$ cat config.mk
export PLATFORM = sky130hd
export DESIGN_NAME = mul_booth_seq_flat
export DESIGN_NICKNAME = d
export VERILOG_FILES = /design/src/rtl/mul_booth_seq_if.sv /design/src/rtl/mul_booth_seq.sv /design/src/flat_wrapper.sv
export SDC_FILE = /design/constraint.sdc
export NUM_CORES = 1
export LEC_CHECK = 0
export ABC_AREA = 1
export CAP_MARGIN = 20
export CORE_UTILIZATION = 40
export DETAILED_ROUTE_END_ITERATION = 10
export GPL_TIMING_DRIVEN = 0
export MAX_ROUTING_LAYER = met4
export PLACE_DENSITY = 0.85
export SYNTH_ARGS = -nofsm -noshare
export SYNTH_HDL_FRONTEND = slang
export SYNTH_SLANG_ARGS = --single-unit
$ cat constraint.sdc
create_clock -name clock -period 1.8 [get_ports clock]
set_clock_uncertainty 0.1 [all_clocks]
set_input_delay 0.36 -clock clock [delete_from_list [all_inputs] [get_ports clock]]
set_output_delay 0.36 -clock clock [all_outputs]
set_load 0.01 [all_outputs]
$ cat src/rtl/mul_booth_seq_if.sv
// Purpose: bundles the request/result handshake and the shared-adder operand/sum bus of mul_booth_seq.
// Latency: n/a (wires only); the adder side is purely combinational within one cycle.
// Backpressure: none; start is only honoured by the multiplier in IDLE or DONE. Abort exists only with MUL_ABORT_EN.
interface mul_booth_seq_if #(
   parameter int WIDTH = 32
);
   // request / result side
   logic             start;
   logic [WIDTH-1:0] a;
   logic [WIDTH-1:0] b;
   logic             busy;
   logic             done;
   logic [WIDTH-1:0] hi;
   logic [WIDTH-1:0] lo;
`ifdef MUL_ABORT_EN
   logic             abort;
`endif

   // shared carry-lookahead adder side
   logic [WIDTH-1:0] add_a;
   logic [WIDTH-1:0] add_b;
   logic             add_cin;
   logic [WIDTH-1:0] add_z;
   logic             add_cout;

   // multiplier view: consumes requests and adder results, drives adder operands and results
   modport slave (
      input  start, a, b, add_z, add_cout,
`ifdef MUL_ABORT_EN
      input  abort,
`endif
      output busy, done, hi, lo, add_a, add_b, add_cin
   );

   // requester / environment view (also where the adder lives)
   modport master (
      output start, a, b, add_z, add_cout,
`ifdef MUL_ABORT_EN
      output abort,
`endif
      input  busy, done, hi, lo, add_a, add_b, add_cin
   );
endinterface

$ cat src/rtl/mul_booth_seq.sv
// Purpose: sequential radix-2 Booth multiplier, 32x32 signed -> 64-bit HI/LO, using an external shared adder; optional abort via MUL_ABORT_EN.
// Latency: accept at E0, 32 iterations E1..E32, done pulses for the one cycle after E32; back-to-back accept at E33.
// Backpressure: none; start is ignored while busy, and the caller may hold start through DONE to chain operations.
module mul_booth_seq #(
   parameter int WIDTH = 32
) (
   input  logic           clock,
   input  logic           clear_n,
   mul_booth_seq_if.slave bus
);

   localparam int            CW   = $clog2(WIDTH);
   localparam logic [CW-1:0] LAST = CW'(WIDTH - 1);

   localparam logic [1:0] ST_IDLE = 2'b00;
   localparam logic [1:0] ST_RUN  = 2'b01;
   localparam logic [1:0] ST_DONE = 2'b10;

   logic [1:0]       state;
   logic [WIDTH-1:0] m;
   logic [WIDTH-1:0] acc;
   logic [WIDTH-1:0] q;
   logic             q_1;
   logic [CW-1:0]    count;

   logic             run;
   logic             accept;
   logic             stop;
   logic             sgn;
   logic [WIDTH-1:0] op_b;
   logic             op_cin;

   assign run    = (state == ST_RUN);
   assign accept = ((state == ST_IDLE) || (state == ST_DONE)) && bus.start;

`ifdef MUL_ABORT_EN
   assign stop = bus.abort;
`else
   assign stop = 1'b0;
`endif

   // Booth recode of {Q[0], q_1}: pick 0, +M or -M (as ~M with carry-in) for the shared adder.
   always_comb begin
      op_b   = '0;
      op_cin = 1'b0;
      if (run) begin
         case ({q[0], q_1})
            2'b01: begin
               op_b   = m;
               op_cin = 1'b0;
            end
            2'b10: begin
               op_b   = ~m;
               op_cin = 1'b1;
            end
            default: begin
               op_b   = '0;
               op_cin = 1'b0;
            end
         endcase
      end
   end

   // Bit 32 of the exact sum, rebuilt from operand signs and carry-out; shifting this in
   // instead of add_z[31] keeps the result correct even when the 32-bit add overflows.
   assign sgn = acc[WIDTH-1] ^ op_b[WIDTH-1] ^ bus.add_cout;

   // Control: IDLE/DONE accept a start, RUN counts 32 iterations (or aborts), DONE lasts one cycle.
   always_ff @(posedge clock or negedge clear_n) begin
      if (!clear_n) begin
         state <= ST_IDLE;
      end else begin
         case (state)
            ST_IDLE: begin
               if (bus.start) state <= ST_RUN;
            end
            ST_RUN: begin
               if (stop)               state <= ST_IDLE;
               else if (count == LAST) state <= ST_DONE;
            end
            ST_DONE: begin
               if (bus.start) state <= ST_RUN;
               else           state <= ST_IDLE;
            end
            default: state <= ST_IDLE;
         endcase
      end
   end

   // Datapath: load operands on accept, then arithmetic right shift of {sgn, sum, Q, q_1} each RUN cycle.
   always_ff @(posedge clock or negedge clear_n) begin
      if (!clear_n) begin
         m     <= '0;
         acc   <= '0;
         q     <= '0;
         q_1   <= 1'b0;
         count <= '0;
      end else if (accept) begin
         m     <= bus.a;
         q     <= bus.b;
         acc   <= '0;
         q_1   <= 1'b0;
         count <= '0;
      end else if (run && stop) begin
         // abandoned run: discard the partial product, keep M (it is never observed outside RUN)
         acc   <= '0;
         q     <= '0;
         q_1   <= 1'b0;
         count <= '0;
      end else if (run) begin
         acc   <= {sgn, bus.add_z[WIDTH-1:1]};
         q     <= {bus.add_z[0], q[WIDTH-1:1]};
         q_1   <= q[0];
         count <= count + 1'b1;
      end
   end

   // The adder always sees HI as its A operand; results hold until the next accept.
   assign bus.add_a   = acc;
   assign bus.add_b   = op_b;
   assign bus.add_cin = op_cin;
   assign bus.busy    = run;
   assign bus.done    = (state == ST_DONE);
   assign bus.hi      = acc;
   assign bus.lo      = q;

endmodule

$ cat src/flat_wrapper.sv
// flat-port wrapper written by rule: the top's interface ports become plain ports
module mul_booth_seq_flat 
#(
   parameter int WIDTH = 32
)
  (clock, clear_n, bus_start, bus_a, bus_b, bus_add_z, bus_add_cout, bus_busy, bus_done, bus_hi, bus_lo, bus_add_a, bus_add_b, bus_add_cin);
  mul_booth_seq_if #(.WIDTH(WIDTH)) bus_i ();
  input  logic clock;
  input  logic clear_n;
  input wire logic [$bits(bus_i.start)-1:0] bus_start;
  input wire logic [$bits(bus_i.a)-1:0] bus_a;
  input wire logic [$bits(bus_i.b)-1:0] bus_b;
  input wire logic [$bits(bus_i.add_z)-1:0] bus_add_z;
  input wire logic [$bits(bus_i.add_cout)-1:0] bus_add_cout;
  output wire logic [$bits(bus_i.busy)-1:0] bus_busy;
  output wire logic [$bits(bus_i.done)-1:0] bus_done;
  output wire logic [$bits(bus_i.hi)-1:0] bus_hi;
  output wire logic [$bits(bus_i.lo)-1:0] bus_lo;
  output wire logic [$bits(bus_i.add_a)-1:0] bus_add_a;
  output wire logic [$bits(bus_i.add_b)-1:0] bus_add_b;
  output wire logic [$bits(bus_i.add_cin)-1:0] bus_add_cin;
  assign bus_i.start = bus_start;
  assign bus_i.a = bus_a;
  assign bus_i.b = bus_b;
  assign bus_i.add_z = bus_add_z;
  assign bus_i.add_cout = bus_add_cout;
  assign bus_busy = bus_i.busy;
  assign bus_done = bus_i.done;
  assign bus_hi = bus_i.hi;
  assign bus_lo = bus_i.lo;
  assign bus_add_a = bus_i.add_a;
  assign bus_add_b = bus_i.add_b;
  assign bus_add_cin = bus_i.add_cin;
  mul_booth_seq #(.WIDTH(WIDTH)) u_core (.clock(clock), .clear_n(clear_n), .bus(bus_i));
endmodule
## Word-level counts from Yosys, hierarchy flattened

Cells that the tools add are included.

| storage, ports and cells | value |
|---|---|
| register bits | 104 |
| output and inout port bits | 131 |

| operators by class | value |
|---|---|
| add/sub/neg operators | 1 |
| equality and inequality tests | 7 |
| muxes and demuxes | 16 |
| bitwise logic cells | 3 |
| reduce and logical (&&, ||, !) cells | 5 |

Operators by type and width:

| kind | count |
|---|---|
| two-way mux 32 bit | 5 |
| one-hot mux 32 bit (2 select lines) | 1 |
| inverter 32 bit | 1 |
| two-way mux 5 bit | 2 |
| one-hot mux 2 bit (3 select lines) | 1 |
| adder 5 x 1 -> 5 bit (second input constant) | 1 |
| == test 5 bit (second input constant) | 1 |
| two-way mux 1 bit | 5 |
| == test 2 x 1 -> 1 bit (second input constant) | 2 |
| == test 2 bit (second input constant) | 2 |
| two-way mux 2 bit | 2 |
| logical NOT 2 bit | 1 |
| inequality test 2 x 1 -> 1 bit (second input constant) | 1 |
| inequality test 2 bit (second input constant) | 1 |
| AND reduction 2 bit | 1 |
| nonzero test 2 bit | 1 |
| XOR 1 bit | 2 |
| logical AND 1 bit | 1 |
| logical OR 1 bit | 1 |

## Depth between registers and ports, before layout

Gate-level depths: netlist of run 1.

| logic depth | value |
|---|---|
| depth in word-level cells | 7 |
| mapped depth | 7 |
| mapped depth without buffers | 6 |

## Worst setup path before layout of run 1

OpenSTA, ideal clock, no wires.

| timing | value |
|---|---|
| kind | reg-to-output |
| start point | reg u_core.q[0] (netlist: u_core.bus.lo[0]) |
| end point | out bus_add_b[10] |
| data arrival time | 1.148 ns |
| data required time | 1.340 ns |
| path slack | 0.192 ns |
| cell stages (with the launch flop) | 6 |
| path through | dfrtp_1 -> nand2_1 -> inv_1 -> clkbuf_1 -> o21ai_1 -> a21oi_1 |

| between the ends | value |
|---|---|
| word-level cells in the longest chain between the ends | 3 |

Ends and longest elaborated chain:

| what | line | source |
|---|---|---|
| from (decl) | mul_booth_seq.sv:22 | `logic [WIDTH-1:0] q;` |
| from (signal assigned) | mul_booth_seq.sv:100 | `q <= bus.b;` |
| from (signal assigned) | mul_booth_seq.sv:112 | `q <= {bus.add_z[0], q[WIDTH-1:1]};` |
| == test 2 bit or == test 2 x 1 -> 1 bit (tied branches) | mul_booth_seq.sv:47 | `case ({q[0], q_1})` |
| one-hot mux 32 bit (2 select lines) * | mul_booth_seq.sv:47 |  |
| two-way mux 32 bit * | mul_booth_seq.sv:46 | `if (run) begin` |
| to (decl) | flat_wrapper.sv:20 | `output wire logic [$bits(bus_i.add_b)-1:0] bus_add_b;` |

Mark *: on every way between the ends. The rest lies on a longest branch, timed or not.

## Worst setup path in the final report of run 1

| timing | value |
|---|---|
| start point | reg u_core.state[0] |
| end point | out bus_add_b[24] |

| between the ends | value |
|---|---|
| word-level cells in the longest chain between the ends | 2 |

Ends and longest elaborated chain:

| what | line | source |
|---|---|---|
| from (decl) | mul_booth_seq.sv:19 | `logic [1:0] state;` |
| from (signal assigned) | mul_booth_seq.sv:71 | `state <= ST_IDLE;` |
| from (signal assigned) | mul_booth_seq.sv:75 | `if (bus.start) state <= ST_RUN;` |
| from (signal assigned) | mul_booth_seq.sv:78 | `if (stop) state <= ST_IDLE;` |
| == test 2 x 1 -> 1 bit | mul_booth_seq.sv:33 | `assign run = (state == ST_RUN);` |
| two-way mux 32 bit | mul_booth_seq.sv:46 |  |

No other way between the ends.

==> flow_metrics.py, run 1 <==
metrics = {
    "power": {
        "p_leak_nw": 3.929,
        "power_density_nw_per_um2": 1804,
        "power_mw": 14.21,
        "peakVddDrop_uv": 805.3,
    },
    "sta": {
        "timing.setup.tns_ps": -4738,
        "max_slew_margin_pct": 56.53,
        "maxSlewViolCount": 0,
        "hold_viol_final": 0,
        "period_needed_ps": 2023,
        "fmaxAchievable_ghz": 0.4942,
        "min_period_over_period_pct": 112.4,
        "worst_slack_ps": -223.3,
        "setup_violations": 32,
        "max_slew.worst_pin.slew_ps": 652.1,
        "timing.hold.ws_ps": 385.3,
        "rsz0062_at_grt": "yes",
    },
    "grt": {
        "grt_pass1_wl_mm": 23.03,
        "track_usage_pct": 23.76,
        "grt_pass1_vias": 4643,
        "grt_max_degree": 59,
        "grt_antenna_before_repair": 0,
        "overflow": 0,
    },
    "synthesis": {
        "synth_nets": 704,
        "ys_ff_latch": 104,
        "synth_cells": 602,
        "synth_cell_types": 23,
        "synth_warnings": 0,
        "avgSynthCellArea_um2": 8.124,
        "ys_seq_area_share_pct": 53.21,
        "syn_area_um2": 4891,
    },
    "finish": {
        "fillers": 1009,
        "drive_gt1_share_pct": 18.44,
        "nets": 972,
        "antenna_cells": 0,
        "final_common_cell": "nand2_1",
        "syn_to_final_growth_pct": 61.06,
        "final_cell_mix": "nand2_1 (225), clkdlybuf4s50_1 (160), dfrtp_1 (103), buf_4 (62), o21ai_1 (57)",
    },
    "min_path": {
        "hold_depth": 2,
        "min-delay-start": "u_core.count[4]$_DFFE_PN0P_",
        "min_path_type": "reg2reg",
        "whs_endpoint": "u_core.count[4]$_DFFE_PN0P_",
    },
    "route": {
        "avgRoutedWirePerCell_um": 13.98,
        "drc": 0,
        "drtIter0Drc": 306,
        "drtAntennaViolNets": 0,
        "routed-via-count": 4868,
        "first_pass_iters": 5,
        "avgViaCountPerCell": 4.773,
        "wl_mm": 14.26,
    },
    "clock_tree": {
        "htreeDepth": 3,
        "cts_buffer_depth": 2,
        "clk_latency_ps": 340,
        "cts_tree": "done",
        "cts_root_buf": "clkbuf_16",
        "cts.sinks": 104,
        "clk_pin_slew_ps": 70,
        "cts_buffers": 9,
    },
    "flow_run": {
        "cap_violations": 0,
    },
    "worst_setup_path": {
        "worst_r2r_path_depth": 9,
        "r2r-start": "u_core.state[0]$_DFFE_PN0P_",
        "r2r_end": "u_core.bus.add_a[16]$_DFFE_PN0P_",
        "worstPathRequired_ps": 1340,
        "arrival_ps": 1560,
        "end_kind": "output port",
        "rrSetupSlack_ps": 110,
        "crit_fanout": 10,
        "worst_setup_path_start_kind": "register",
        "setup.worst_path.class": "reg2out",
    },
    "placement": {
        "hpwlAfterDp_mm": 10.19,
        "gp_congestion": 0.7867,
        "numPortBuffers": 230,
    },
    "floorplan": {
        "die_h_um": 112.6,
        "die_w_um": 112.6,
        "row_count": 40,
        "initial_core_util_pct": 40.89,
        "pin_count": 231,
        "dieArea_um2": 12670,
        "coreArea_um2": 11960,
    },
    "outcome": {
        "violations": "negative setup slack",
        "outcome": "finished with violations",
    },
}
registers in the layout, summed over array words and instances, names as in the netlist:
name              count
u_core.bus.add_a     32
u_core.bus.lo        32
u_core.count          5
u_core.m             32
u_core.q_1            1
u_core.state          2
synthesized netlist by cell type:
cell / number / share of area, %
buf_6: 5 / 1.2
buf_1: 1 / 0.077
o21ai_1: 58 / 5.9
ha_1: 2 / 0.51
nand2_1: 229 / 18
nand4_1: 1 / 0.13
nor3_1: 1 / 0.10
nor2_1: 30 / 2.3
clkbuf_2: 1 / 0.10
nand2_2: 3 / 0.38
buf_4: 36 / 5.5
nand3_1: 4 / 0.41
o211ai_1: 1 / 0.15
inv_4: 1 / 0.13
clkbuf_1: 5 / 0.38
a21oi_1: 47 / 4.8
nor2_4: 1 / 0.23
dfrtp_1: 104 / 53
buf_2: 19 / 1.9
o22ai_1: 4 / 0.51
inv_2: 4 / 0.31
o21ai_0: 26 / 2.7
inv_1: 19 / 1.5
per-layer routing:
layer  vias to the layer above  routed length [µm]  global-route usage (%)
met2                       175                6991                   39.79
met1                      2254                6359                   29.94
met4                         0                 178                   6.400
met3                        14                 730                   3.780
li1                       2425                   -                       -
met5                         -                   0                       -
area by class of cell:
cell class	instances	area [µm²]	area share, %
sequential	104	2604	33.05
timing repair buffer	259	2375	30.15
multi-input combinational	407	1787	22.68
buffer	65	549.3	6.973
clock buffer	12	266.5	3.383
tap	147	183.9	2.335
inverter	24	97.59	1.239
clock inverter	2	15.01	0.1906
through the flow:
step                util, %  std cells  setup slack (ps)  instance area (µm²)
finish                65.86       1020            -223.3                 7878
global placement      61.67        979             -3711                 7377
CTS                   65.12       1012            -178.2                 7789
floorplan                 -        602             191.6                 4891
global route          65.86       1020            -278.4                 7878
detailed placement    61.88        980            -530.6                 7402
power by group:
part	internal (mW)	total (mW)	leakage, nW	switching [mW]
clock	1.04	1.87	0.133	0.829
sequential	3.46	4.31	1.25	0.856
combinational	4.21	8.03	2.55	3.82
total	8.70	14.2	3.93	5.51
worst max-delay path, cell delays in order, from the launching register on:
cell and delay (ps):
dfrtp_1 380, inv_2 70, nor2_4 120, buf_12 140
buf_8 120, o21ai_1 60, a21oi_1 180, buf_2 170
cell families after synthesis:
| group | synth area share (%) |
|---|---|
| buffers and inverters | 11.08 |
| AOI/OAI and AO/OA | 14.07 |
| DFF | 53.21 |
| adders and majority gates | 0.5116 |
| and+or+nand+nor | 21.13 |
repair_timing:
item / 4_1_cts / 5_1_grt
pin swaps: 5 / 3
buffers inserted: 18 / 8
hold endpoints to repair: 46 / 0
gates resized for setup: 209 / 15
gates cloned: 1 / 0
hold buffers: 1 / 0
endpoints found under the setup margin: 66 / 39
how the worst max path moves through the flow:
stage	from	endpoint	slack [ps]
3_5_place_dp	u_core.q_1$_DFFE_PN0P_	bus_add_b[12]	-530
2_1_floorplan	u_core.bus.lo[0]$_DFFE_PN0P_	bus_add_b[10]	190
3_3_place_gp	clear_n	u_core.m[13]$_DFFE_PN0P_	-3710
4_1_cts	u_core.state[0]$_DFFE_PN0P_	bus_add_b[2]	-180
6_report	u_core.state[0]$_DFFE_PN0P_	bus_add_b[24]	-220
5_1_grt	u_core.state[0]$_DFFE_PN0P_	bus_add_b[0]	-280
Power figures use the tool's default switching activity.
==> run 2, diff against run 1 <==
--- a/config.mk
+++ b/config.mk
@@ -7,11 +7,12 @@
 export LEC_CHECK = 0
 export ABC_AREA = 1
 export CAP_MARGIN = 20
-export CORE_UTILIZATION = 40
+export CORE_UTILIZATION = 41
 export DETAILED_ROUTE_END_ITERATION = 10
+export GPL_ROUTABILITY_DRIVEN = 0
 export GPL_TIMING_DRIVEN = 0
 export MAX_ROUTING_LAYER = met4
-export PLACE_DENSITY = 0.85
+export PLACE_DENSITY = 0.86
 export SYNTH_ARGS = -nofsm -noshare
 export SYNTH_HDL_FRONTEND = slang
 export SYNTH_SLANG_ARGS = --single-unit
==> run 2 against run 1 <==
The flow finishes with violations (design-rule violations, negative setup slack). Count of clock-buffer cells in the layout is 2 lower. Core utilization is 4.6 points higher. Sequential cell count stayed put. Global-route usage is 1.5 points higher. Worst hold slack better by 16 ps. First-iteration DRC count is 34% higher. Cell count is 0.29% lower. Sequential power is 3% higher. Setup slack better by 10 ps. Total power is 4.9% higher. Critical endpoint is now bus_add_b[14].
==> flow_metrics.py, run 2 (synthesis results as in run 1) <==
metrics = {
    "placement": {
        "hpwlAfterDp_mm": 10.54,
        "numPortBuffers": 230,
        "dp_cells": 976,
        "placed_area_um2": 7397,
    },
    "grt": {
        "overflow": 0,
        "use_met3_pct": 3.554,
        "track_usage_pct": 25.23,
        "grt_pass1_vias": 4766,
        "grt_use_met1_pct": 32.26,
        "grt_antenna_before_repair": 0,
        "grt_pass1_wl_mm": 24.07,
        "grt_max_degree": 62,
        "met2_usage_pct": 41.50,
        "grt.busiest_layer": "met2",
    },
    "sta": {
        "timing.hold.ws_ps": 401.5,
        "timing.setup.tns_ps": -5716,
        "hold_viol_final": 0,
        "max_slew_margin_pct": 60.66,
        "setup_violations": 32,
        "maxSlewViolCount": 0,
        "min_period_over_period_pct": 111.8,
        "max_slew.worst_pin.slew_ps": 590.1,
        "fmaxAchievable_ghz": 0.4967,
        "rsz0062_at_grt": "yes",
        "period_needed_ps": 2013,
        "worst_slack_ps": -213.2,
    },
    "power": {
        "peakVddDrop_uv": 894.0,
        "power_density_nw_per_um2": 1836,
        "p_leak_nw": 4.062,
    },
    "flow_run": {
        "cap_violations": 0,
    },
    "floorplan": {
        "dieArea_um2": 12370,
        "initial_core_util_pct": 42.47,
        "coreArea_um2": 11520,
        "pin_count": 231,
        "row_count": 39,
        "die_h_um": 111.2,
        "die_w_um": 111.2,
    },
    "route": {
        "drc": 40,
        "drtAntennaViolNets": 0,
        "routed-via-count": 5025,
        "avgRoutedWirePerCell_um": 15.06,
        "wl_mm": 15.31,
        "first_pass_iters": 7,
        "drtIter0Drc": 409,
        "avgViaCountPerCell": 4.941,
    },
    "finish": {
        "fillers": 912,
        "drive_gt1_share_pct": 23.34,
        "stdcell_count": 1017,
        "final_cell_mix": "nand2_1 (225), clkdlybuf4s50_1 (159), dfrtp_1 (104), buf_4 (59), buf_2 (45)",
        "post-route-util_pct": 70.50,
        "nets": 973,
        "final_area_um2": 8119,
        "multi_input_area_um2": 1981,
        "syn_to_final_growth_pct": 66.00,
        "final_common_cell": "nand2_1",
        "antenna_cells": 0,
        "seqCellArea_um2": 2603,
    },
    "outcome": {
        "outcome": "finished with violations",
        "violations": "design-rule violations, negative setup slack",
    },
    "clock_tree": {
        "cts_tree": "done",
        "cts_root_buf": "clkbuf_16",
        "cts.sinks": 104,
        "clk_latency_ps": 330,
        "clk_pin_slew_ps": 70,
        "cts_buffers": 9,
        "htreeDepth": 3,
        "cts_buffer_depth": 2,
    },
    "worst_setup_path": {
        "worstPathRequired_ps": 1340,
        "arrival_ps": 1550,
        "end_kind": "output port",
        "setup.worst_path.class": "reg2out",
        "crit_fanout": 8,
        "worst_setup_path_start_kind": "register",
    },
    "min_path": {
        "min_path_type": "reg2reg",
    },
}
## run 2: per-layer routing
metal	up-vias	routed length, µm
met3	20	833
met5	-	0
met2	203	7647
li1	2436	-
met1	2366	6561
met4	0	272
## run 2: power breakdown
| part | switching (mW) | internal [mW] | leakage, nW | total (mW) |
|---|---|---|---|---|
| combinational | 4.18 | 4.52 | 2.68 | 8.70 |
| sequential | 0.980 | 3.45 | 1.25 | 4.43 |
| clock | 0.816 | 0.953 | 0.130 | 1.77 |
## run 2: worst paths after layout
check	startpoint	to	slack (ps)	depth (start not counted)
worst min register to register	u_core.bus.add_a[16]$_DFFE_PN0P_	u_core.bus.add_a[16]$_DFFE_PN0P_	400	2
worst min-delay path	u_core.bus.add_a[16]$_DFFE_PN0P_	u_core.bus.add_a[16]$_DFFE_PN0P_	400	2
min in group asynchronous	clear_n	u_core.bus.add_a[7]$_DFFE_PN0P_	490	2
worst max-delay path	u_core.state[1]$_DFFE_PN0P_	bus_add_b[14]	-210	6
max in group asynchronous	clear_n	u_core.m[21]$_DFFE_PN0P_	420	3
worst max register to register	u_core.state[0]$_DFFE_PN0P_	u_core.bus.add_a[14]$_DFFE_PN0P_	260	7
## run 2: through the flow
stage               power [mW]  setup WS, ps
floorplan                8.106         191.6
global placement         12.22         -3756
detailed placement       12.44        -526.2
CTS                      14.12        -207.8
global route             15.90        -298.7
finish                   14.91        -213.2
## run 2: what timing repair did
action	CTS	global route
hold buffers	1	0
setup buffers	17	6
setup endpoints to repair	60	47
pin swaps	1	5
resized for setup	198	71
gates cloned	3	3
hold endpoints to repair	43	0
## run 2: final cells by class
class | instances | area share [%]
inverter | 24 | 1.202
sequential | 104 | 32.05
clock inverter | 4 | 0.2774
multi-input combinational | 407 | 24.40
timing repair buffer | 261 | 30.62
clock buffer | 10 | 2.943
buffer | 64 | 6.303
tap | 143 | 2.204
## run 2: critical path, stage by stage (launching register included)
cell and delay [ps]:
dfrtp_1 410, nor2_4 160, buf_12 160, buf_8 130, o21ai_2 50, a21oi_1 130, buf_2 160
==> run 3, diff against run 2 <==
--- a/config.mk
+++ b/config.mk
@@ -12,7 +12,7 @@
 export GPL_ROUTABILITY_DRIVEN = 0
 export GPL_TIMING_DRIVEN = 0
 export MAX_ROUTING_LAYER = met4
-export PLACE_DENSITY = 0.86
+export PLACE_DENSITY = 0.82
 export SYNTH_ARGS = -nofsm -noshare
 export SYNTH_HDL_FRONTEND = slang
 export SYNTH_SLANG_ARGS = --single-unit
==> run 3 against run 2 <==
The flow still finishes with violations (design-rule violations, negative setup slack). Critical path type unchanged. Largest cell class unchanged. Global-route usage rose by 0.69 points. Combinational power fell by 1%. Via count rose by 0.72%. Clock power rose by 13%.
==> flow_metrics.py, run 3 (synthesis results as in run 1) <==
metrics = {
    "route": {
        "avgRoutedWirePerCell_um": 15.21,
        "avgViaCountPerCell": 4.981,
        "drtIter0Drc": 402,
        "drc": 40,
        "wl_mm": 15.45,
        "first_pass_iters": 8,
        "drtAntennaViolNets": 0,
        "routed-via-count": 5061,
    },
    "worst_setup_path": {
        "setup.worst_path.class": "reg2out",
        "r2r-start": "u_core.state[0]$_DFFE_PN0P_",
        "cp-endpoint": "bus_add_b[21]",
        "arrival_ps": 1570,
        "worst_r2r_path_depth": 8,
        "end_kind": "output port",
        "r2r_end": "u_core.bus.lo[27]$_DFFE_PN0P_",
        "rrSetupSlack_ps": 230,
        "crit_start": "u_core.state[1]$_DFFE_PN0P_",
        "worst_setup_path_start_kind": "register",
        "worstPathRequired_ps": 1340,
        "crit_fanout": 8,
    },
    "min_path": {
        "min_path_type": "reg2reg",
    },
    "grt": {
        "overflow": 0,
        "grt_use_met1_pct": 32.15,
        "use_met3_pct": 3.226,
        "grt_pass1_wl_mm": 24.88,
        "grt_antenna_before_repair": 0,
        "grt_pass1_vias": 5049,
        "met2_usage_pct": 44.08,
        "grt_max_degree": 63,
        "track_usage_pct": 25.92,
        "grt.busiest_layer": "met2",
    },
    "placement": {
        "hpwlAfterDp_mm": 10.80,
        "dp_cells": 976,
        "numPortBuffers": 230,
    },
    "finish": {
        "final_cell_mix": "nand2_1 (224), clkdlybuf4s50_1 (161), dfrtp_1 (104), buf_4 (58), buf_2 (44)",
        "final_common_cell": "nand2_1",
        "syn_to_final_growth_pct": 65.39,
        "fillers": 907,
        "drive_gt1_share_pct": 23.48,
        "nets": 970,
        "antenna_cells": 0,
        "stdcell_count": 1016,
        "post-route-util_pct": 70.24,
    },
    "clock_tree": {
        "clk_latency_ps": 340,
        "cts_buffers": 9,
        "cts_root_buf": "clkbuf_16",
        "clk_pin_slew_ps": 70,
        "cts.sinks": 104,
        "htreeDepth": 3,
        "cts_tree": "done",
        "cts_buffer_depth": 2,
    },
    "floorplan": {
        "dieArea_um2": 12370,
        "die_w_um": 111.2,
        "die_h_um": 111.2,
        "pin_count": 231,
        "row_count": 39,
        "coreArea_um2": 11520,
        "initial_core_util_pct": 42.47,
    },
    "sta": {
        "fmaxAchievable_ghz": 0.4918,
        "min_period_over_period_pct": 113.0,
        "max_slew.worst_pin.slew_ps": 597.0,
        "worst_slack_ps": -233.2,
        "max_slew_margin_pct": 60.20,
        "setup_violations": 32,
        "period_needed_ps": 2033,
        "hold_viol_final": 0,
        "rsz0062_at_grt": "yes",
        "timing.hold.ws_ps": 391.0,
        "maxSlewViolCount": 0,
    },
    "power": {
        "power_mw": 15.06,
        "power_density_nw_per_um2": 1862,
        "peakVddDrop_uv": 946.2,
        "p_leak_nw": 3.971,
    },
    "outcome": {
        "violations": "design-rule violations, negative setup slack",
        "outcome": "finished with violations",
    },
    "flow_run": {
        "cap_violations": 0,
    },
}
## run 3: cell types whose count changed in the layout (fill, tap and decap cells not counted), sizes merged, moves of 2 or more
cell,change
clkbuf,-8
dlygate4sd2,+4
buf,+6
dlymetal6s2s,-8
clkdlybuf4s50,+2
## run 3: what timing repair did
item                                    CTS  global route
buffers inserted                         13             6
cloned                                    5             1
endpoints found under the setup margin   65            38
hold buffers                              1             0
endpoints found under the hold margin    42             0
pin swaps                                 1             1
resized for setup                       210            70
## run 3: layout make-up
cell class	count	area (µm²)	share of cell area, %
Tap cell	143	178.9	2.212
Inverter	24	105.1	1.299
Sequential cell	104	2603	32.17
Clock buffer	10	239.0	2.954
Buffer	65	516.7	6.388
Multi-Input combinational cell	407	1991	24.61
Timing Repair Buffer	257	2387	29.51
Clock inverter	6	68.82	0.8507
## run 3: metal layers
metal,share of wire (%),up-vias
met4,2.0,0
met1,41,2397
met5,0,-
met3,6.0,25
met2,51,210
li1,-,2429
## run 3: through the flow
stage               setup TNS [ps]  instance area (µm²)  setup WS, ps
floorplan                        0                 4891         191.6
global placement           -387360                 7372         -3580
detailed placement          -16720                 7397        -614.1
CTS                          -7383                 7789        -249.4
global route                 -7105                 8089        -285.8
finish                       -5068                 8089        -233.2
## run 3: power breakdown
| part | internal, mW | switching [mW] | leakage [nW] |
|---|---|---|---|
| combinational | 4.42 | 4.19 | 2.57 |
| clock | 1.12 | 0.877 | 0.149 |
| sequential | 3.45 | 0.995 | 1.25 |
| total | 8.99 | 6.07 | 3.97 |
## run 3: worst min-delay path by stage
| stage | endpoint | from | slack [ps] | cells past startpoint |
|---|---|---|---|---|
| floorplan | u_core.bus.add_a[0]$_DFFE_PN0P_ | clear_n | -40 | 0 |
| global placement | u_core.count[4]$_DFFE_PN0P_ | u_core.count[4]$_DFFE_PN0P_ | 360 | 2 |
| detailed placement | u_core.bus.lo[9]$_DFFE_PN0P_ | clear_n | 300 | 1 |
| CTS | u_core.count[4]$_DFFE_PN0P_ | u_core.count[4]$_DFFE_PN0P_ | 390 | 2 |
| global route | u_core.bus.add_a[6]$_DFFE_PN0P_ | u_core.bus.add_a[6]$_DFFE_PN0P_ | 440 | 2 |
| finish | u_core.count[4]$_DFFE_PN0P_ | u_core.count[4]$_DFFE_PN0P_ | 390 | 2 |
## run 3: worst max-delay path, cell delays in order (launching register included)
cell and delay (ps):
dfrtp_1 410, nor2_4 140, buf_8 160, buf_6 140, o21ai_2 50, a21oi_1 170, buf_2 160
